File: src/rtl/alu_issue_capture.sv
// rtl/alu_issue_capture.sv - ALU operand issue, opcode-dependent settle wait and 64-bit Z capture with valid/ready
// Optional feature macro: ALU_ISSUE_FLAGS_EN adds registered z_zero / z_neg result flags.
module alu_issue_capture #(
    parameter int unsigned SIMPLE_WAIT = 1,
    parameter int unsigned MULDIV_WAIT = 6,
    parameter int unsigned CNT_W       = 4
) (
    input  logic        clock,
    input  logic        clear,
    input  logic        start,
    input  logic [31:0] y_in,
    input  logic [31:0] b_in,
    input  logic [4:0]  op_in,
    output logic        busy,
    output logic [31:0] alu_a,
    output logic [31:0] alu_b,
    output logic [4:0]  alu_op,
    input  logic [63:0] alu_c,
    output logic [31:0] z_low,
    output logic [31:0] z_high,
    output logic        z_valid,
    input  logic        z_ready,
`ifdef ALU_ISSUE_FLAGS_EN
    output logic        z_zero,
    output logic        z_neg,
`endif
    output logic        illegal_op
);

    localparam logic [4:0] OP_ADD = 5'b00011;
    localparam logic [4:0] OP_DIV = 5'b01111;
    localparam logic [4:0] OP_MUL = 5'b10000;
    localparam logic [4:0] OP_MAX = 5'b10011;

    typedef enum logic [1:0] {
        S_IDLE    = 2'd0,
        S_SETTLE  = 2'd1,
        S_CAPTURE = 2'd2,
        S_PRESENT = 2'd3
    } state_t;

    state_t             r_state;
    logic [CNT_W-1:0]   r_cnt;
    logic               r_busy;
    logic [31:0]        r_alu_a;
    logic [31:0]        r_alu_b;
    logic [4:0]         r_alu_op;
    logic [31:0]        r_z_low;
    logic [31:0]        r_z_high;
    logic               r_z_valid;
    logic               r_illegal;

    // Settle time is chosen from the incoming opcode at issue; mul/div need the long wait.
    logic               w_in_muldiv;
    assign w_in_muldiv = (op_in == OP_MUL) || (op_in == OP_DIV);

`ifdef ALU_ISSUE_FLAGS_EN
    logic               r_z_zero;
    logic               r_z_neg;
    logic               w_held_muldiv;
    logic               w_flag_zero;
    logic               w_flag_neg;

    // Mul/div produce a full 64-bit result, so zero covers all of C; sign comes from the
    // product MSB for Multiply and from the quotient MSB for Divide.
    assign w_held_muldiv = (r_alu_op == OP_MUL) || (r_alu_op == OP_DIV);
    assign w_flag_zero   = w_held_muldiv ? (alu_c == 64'd0) : (alu_c[31:0] == 32'd0);
    assign w_flag_neg    = (r_alu_op == OP_MUL) ? alu_c[63] : alu_c[31];

    assign z_zero = r_z_zero;
    assign z_neg  = r_z_neg;
`endif

    // Issue/settle/capture/present sequencer with all outputs registered.
    always_ff @(posedge clock) begin
        if (!clear) begin
            r_state   <= S_IDLE;
            r_cnt     <= '0;
            r_busy    <= 1'b0;
            r_alu_a   <= 32'd0;
            r_alu_b   <= 32'd0;
            r_alu_op  <= OP_ADD;
            r_z_low   <= 32'd0;
            r_z_high  <= 32'd0;
            r_z_valid <= 1'b0;
            r_illegal <= 1'b0;
`ifdef ALU_ISSUE_FLAGS_EN
            r_z_zero  <= 1'b0;
            r_z_neg   <= 1'b0;
`endif
        end else begin
            case (r_state)
                S_IDLE: begin
                    if (start) begin
                        r_alu_a   <= y_in;
                        r_alu_b   <= b_in;
                        r_alu_op  <= op_in;
                        r_cnt     <= w_in_muldiv ? CNT_W'(MULDIV_WAIT) : CNT_W'(SIMPLE_WAIT);
                        r_illegal <= (op_in > OP_MAX);
                        r_busy    <= 1'b1;
                        r_state   <= S_SETTLE;
                    end
                end
                S_SETTLE: begin
                    r_cnt <= r_cnt - CNT_W'(1);
                    if (r_cnt == CNT_W'(1)) begin
                        r_state <= S_CAPTURE;
                    end
                end
                S_CAPTURE: begin
                    // An illegal opcode still captures whatever C the ALU is holding.
                    r_z_low   <= alu_c[31:0];
                    r_z_high  <= alu_c[63:32];
                    r_z_valid <= 1'b1;
`ifdef ALU_ISSUE_FLAGS_EN
                    r_z_zero  <= w_flag_zero;
                    r_z_neg   <= w_flag_neg;
`endif
                    r_state   <= S_PRESENT;
                end
                S_PRESENT: begin
                    // start in the acceptance cycle is dropped: it is only sampled in IDLE.
                    if (z_ready) begin
                        r_z_valid <= 1'b0;
                        r_busy    <= 1'b0;
                        r_state   <= S_IDLE;
                    end
                end
                default: begin
                    r_state <= S_IDLE;
                    r_busy  <= 1'b0;
                end
            endcase
        end
    end

    assign busy       = r_busy;
    assign alu_a      = r_alu_a;
    assign alu_b      = r_alu_b;
    assign alu_op     = r_alu_op;
    assign z_low      = r_z_low;
    assign z_high     = r_z_high;
    assign z_valid    = r_z_valid;
    assign illegal_op = r_illegal;

endmodule
File: config.mk
export PLATFORM = sky130hd
export DESIGN_NAME = alu_issue_capture
export DESIGN_NICKNAME = d
export VERILOG_FILES = /design/src/rtl/alu_issue_capture.sv
export SDC_FILE = /design/constraint.sdc
export NUM_CORES = 1
export LEC_CHECK = 0
export ABC_CLOCK_PERIOD_IN_PS = 3100
export CAP_MARGIN = 10
export CORE_UTILIZATION = 35
export DETAILED_ROUTE_END_ITERATION = 10
export GPL_TIMING_DRIVEN = 0
export PLACE_DENSITY_LB_ADDON = 0.2
export SYNTH_ARGS = -nofsm -noshare
export SYNTH_HDL_FRONTEND = slang
export SYNTH_SLANG_ARGS = --single-unit
export TNS_END_PERCENT = 20
File: constraint.sdc
create_clock -name clock -period 3.1 [get_ports clock]
set_clock_uncertainty 0.2 [all_clocks]
set_input_delay 0.62 -clock clock [delete_from_list [all_inputs] [get_ports clock]]
set_output_delay 0.62 -clock clock [all_outputs]
set_load 0.005 [all_outputs]
==> metrics.md <==
| Metric | Value |
|---|---|
| Clk buf depth | `2` |
| Finish-stage setup viols | `0` |
| Post-Route M1 WL | `around 6300 um` |
| RSZ-0062 raised after global routing | `no` |
| Clock share of power | `0.298` |
| Largest delay share family, worst path | `buffers and inverters` |
| Post-Syn Area per Cell | `around 9.5 um^2` |
| Fin crit share | `0.6918` |
| Max layer used | `met4` |
| Worst Path Max Fanout | `3` |
| Detailed Place HPWL | `roughly 12000 um` |
| Met2 wire len | `7325 um` |
| Commonest non-fill, non-tap cell in the layout | `clkdlybuf4s50_1` |
| Port Buffers | `around 270` |
| Nature of the critical path endpoint | `output port` |
| Critical Path RT | `roughly 2300 ps` |
| Slew @ Worst Pin | `approximately 640 ps` |
| Antenna diodes | `0` |
| Fin cells | `about 1100` |
| Crit-path cells | `clkdlybuf4s50_1` |
| Htree depth | `4` |
| Area Overhead vs Synth | `65.16%` |
| Worst hold path type | `register to register` |
| # resized after CTS | `0` |
| FMAX | `466.3 MHz` |
| Net Sw Frac | `0.2960` |
| Synthesized flop and latch total | `between 100 and 150` |
| DRT iter0 DRCs | `about 150` |
| Placed cells | `about 1100` |
| Leakage Power | `around 3.2 nW` |
| Starting Density | `0.3592` |
| Status | `complete, no violations` |
| Sequential element share of the synthesized area | `0.5187` |
| Via/cell ratio | `4.488` |
| Post-synthesis instance area | `approximately 0.0055 mm^2` |
| Post-Synthesis Cells | `~570` |
| Fin. Hold Viols | `0` |
| Wirelength, routed | `roughly 15000 um` |
| Worst Path Class, Setup | `register to output port` |
| Layout cells sized above 1 | `0.06157` |
| Sequential Power Share | `0.357` |
| Total GRT Usage | `0.1909` |
| Worst IR Drop VDD | `roughly 410 uV` |
| Clock transition at path regs | `60 ps` |
| Worst path max stage delay | `roughly 560 ps` |
| Routed Antenna Nets | `0` |
| Placer Congestion | `~0.8` |
| Max-slew violation count | `0` |
| Total grt overflow | `0` |
| Vias in the first global route | `between 4000 and 5000` |
| Die Wd | `127.1 um` |
| Nets | `1008` |
| DRC Markers | `0` |
| Routed met3 length | `approximately 1100 um` |
| CP max-delay cell | `clkdlybuf4s50_1` |
| Clock Latency Late Sink | `about 400 ps` |
| Netlist cell types | `31` |
| Num CTS Buffers | `17` |
| Num rows | `45` |
| YS warnings | `0` |
| Root Driver | `clkbuf_16` |
| Crit path DAT | `between 1000 and 1500 ps` |
| Worst slew margin | `0.5739` |
| Net load switching power | `2.013 mW` |
| Core area | `between 0.015 and 0.02 mm^2` |
| Pwr/cell area | `between 700 and 800 mW/mm^2` |
| Buf/Inv on CP | `1` |
| CTS tree | `yes` |
| Top Ports | `~270` |
| CTS Hold Bufs | `0` |
| Worst setup margin | `roughly 960 ps` |
| Sink Count | `between 100 and 150` |
| Setup repair bufs after CTS | `0` |
| Die Area | `0.01616 mm^2` |
| Die height | `127.1 um` |
| Post-Syn Nets | `around 720` |
| Initial antenna violation count | `0` |
| First-pass DRT Iterations | `4` |
| Post-layout min period | `about 2100 ps` |
| Fin Setup TNS | `0 ps` |
| Pre-CTS setup slack | `~620 ps` |
| Routed vias | `4883` |
| Max_cap viols | `0` |
| Internal power | `4.788 mW` |
| Largest net degree at the start of global routing | `17` |
| Worst Setup Start Kind | `register` |
| Routed len/inst | `roughly 14 um` |
| Comb pwr share | `0.345` |
| Most frequent cells in the layout | `clkdlybuf4s50_1 (271), nand2_1 (149), dfxtp_1 (142)` |
| First-pass GRT wire length | `~24000 um` |
-- area by class of cell --
class                   instances  area (um^2)
fillers                      1342         6207
well taps                     211        264.0
inverters                       6        22.52
clock buffers                  22        484.2
multi-input cells             387         2444
clock inverters                10        110.1
repair buffers                271         2713
plain buffers                  39        171.4
flip-flops and latches        142         2843
-- flip-flops by register name, summed over array words and instances, names as in the netlist --
signal and count:
alu_b 32, z_valid 1, z_high 32, r_cnt 4, alu_op 5, alu_a 32
r_state 2, busy 1, z_low 32, illegal_op 1
-- cell families after synthesis --
logic type | after synthesis | share of synthesized area
AOI/OAI and AO/OA | 86 | 0.1185
adders and majority gates | 7 | 0.01598
buffers and inverters | 45 | 0.03539
DFF | 142 | 0.5187
muxes | 64 | 0.1169
and+or+nand+nor | 230 | 0.1945
-- power by group through the flow --
| stage | combinational (mW) | sequential (mW) | clock, mW |
|---|---|---|---|
| final | 2.35 | 2.43 | 2.02 |
| after global routing | 2.59 | 2.48 | 2.16 |
| after CTS | 2.38 | 2.43 | 2.08 |
| after detailed placement | 2.37 | 2.47 | 0 |
| after global placement | 2.32 | 2.44 | 0 |
| after floorplan | 1.16 | 2.48 | 0 |
-- stage by stage --
step,instance area (um^2),power (mW),hold slack [ps],util
final,9051,6.801,262.2,0.5932
after global routing,9051,7.229,287.3,0.5932
after CTS,9051,6.892,266.2,0.5932
after detailed placement,8457,4.840,257.5,0.5542
after global placement,8457,4.762,250.2,0.5542
after floorplan,5480,3.640,257.5,-
-- synth_stat cells --
cell type / count / share of area
a21boi_0: 69 / 0.095
inv_1: 6 / 0.0041
o22ai_1: 2 / 0.0023
nand2b_1: 1 / 0.0011
buf_2: 14 / 0.013
nor3_1: 1 / 0.00091
a221oi_2: 1 / 0.0027
nand3_1: 4 / 0.0037
nor2_1: 2 / 0.0014
dfxtp_1: 142 / 0.52
a21oi_1: 3 / 0.0027
and2_1: 1 / 0.0011
buf_4: 2 / 0.0027
mux2i_1: 64 / 0.12
a21bo_2: 1 / 0.0018
o22ai_2: 1 / 0.0023
or3_1: 1 / 0.0011
or3b_1: 1 / 0.0016
or4b_1: 1 / 0.0018
a21boi_2: 1 / 0.0021
nand2_1: 149 / 0.10
o211ai_1: 2 / 0.0027
o21ai_2: 1 / 0.0016
o21ai_0: 3 / 0.0027
nand4bb_1: 1 / 0.0021
or2_2: 1 / 0.0011
o21ai_1: 1 / 0.00091
nor2b_1: 67 / 0.076
ha_1: 7 / 0.016
clkbuf_1: 23 / 0.016
o221a_2: 1 / 0.0021
-- worst paths after layout --
| kind | start | to | slack [ps] | cells after the start |
|---|---|---|---|---|
| hold reg to reg | alu_a[14] | alu_a[14] | 260 | 2 |
| setup / recovery | busy | busy | 960 | 1 |
| hold / removal | alu_a[14] | alu_a[14] | 260 | 2 |
| setup reg to reg | r_state[1] | alu_a[17] | 1030 | 6 |
-- metal layers --
metal	vias to the layer above	track usage
li1	2464	-
met1	2208	0.2138
met2	185	0.3300
met3	26	0.06281
met4	0	0.08613
met5	-	0
Power figures use the tool's default switching activity.
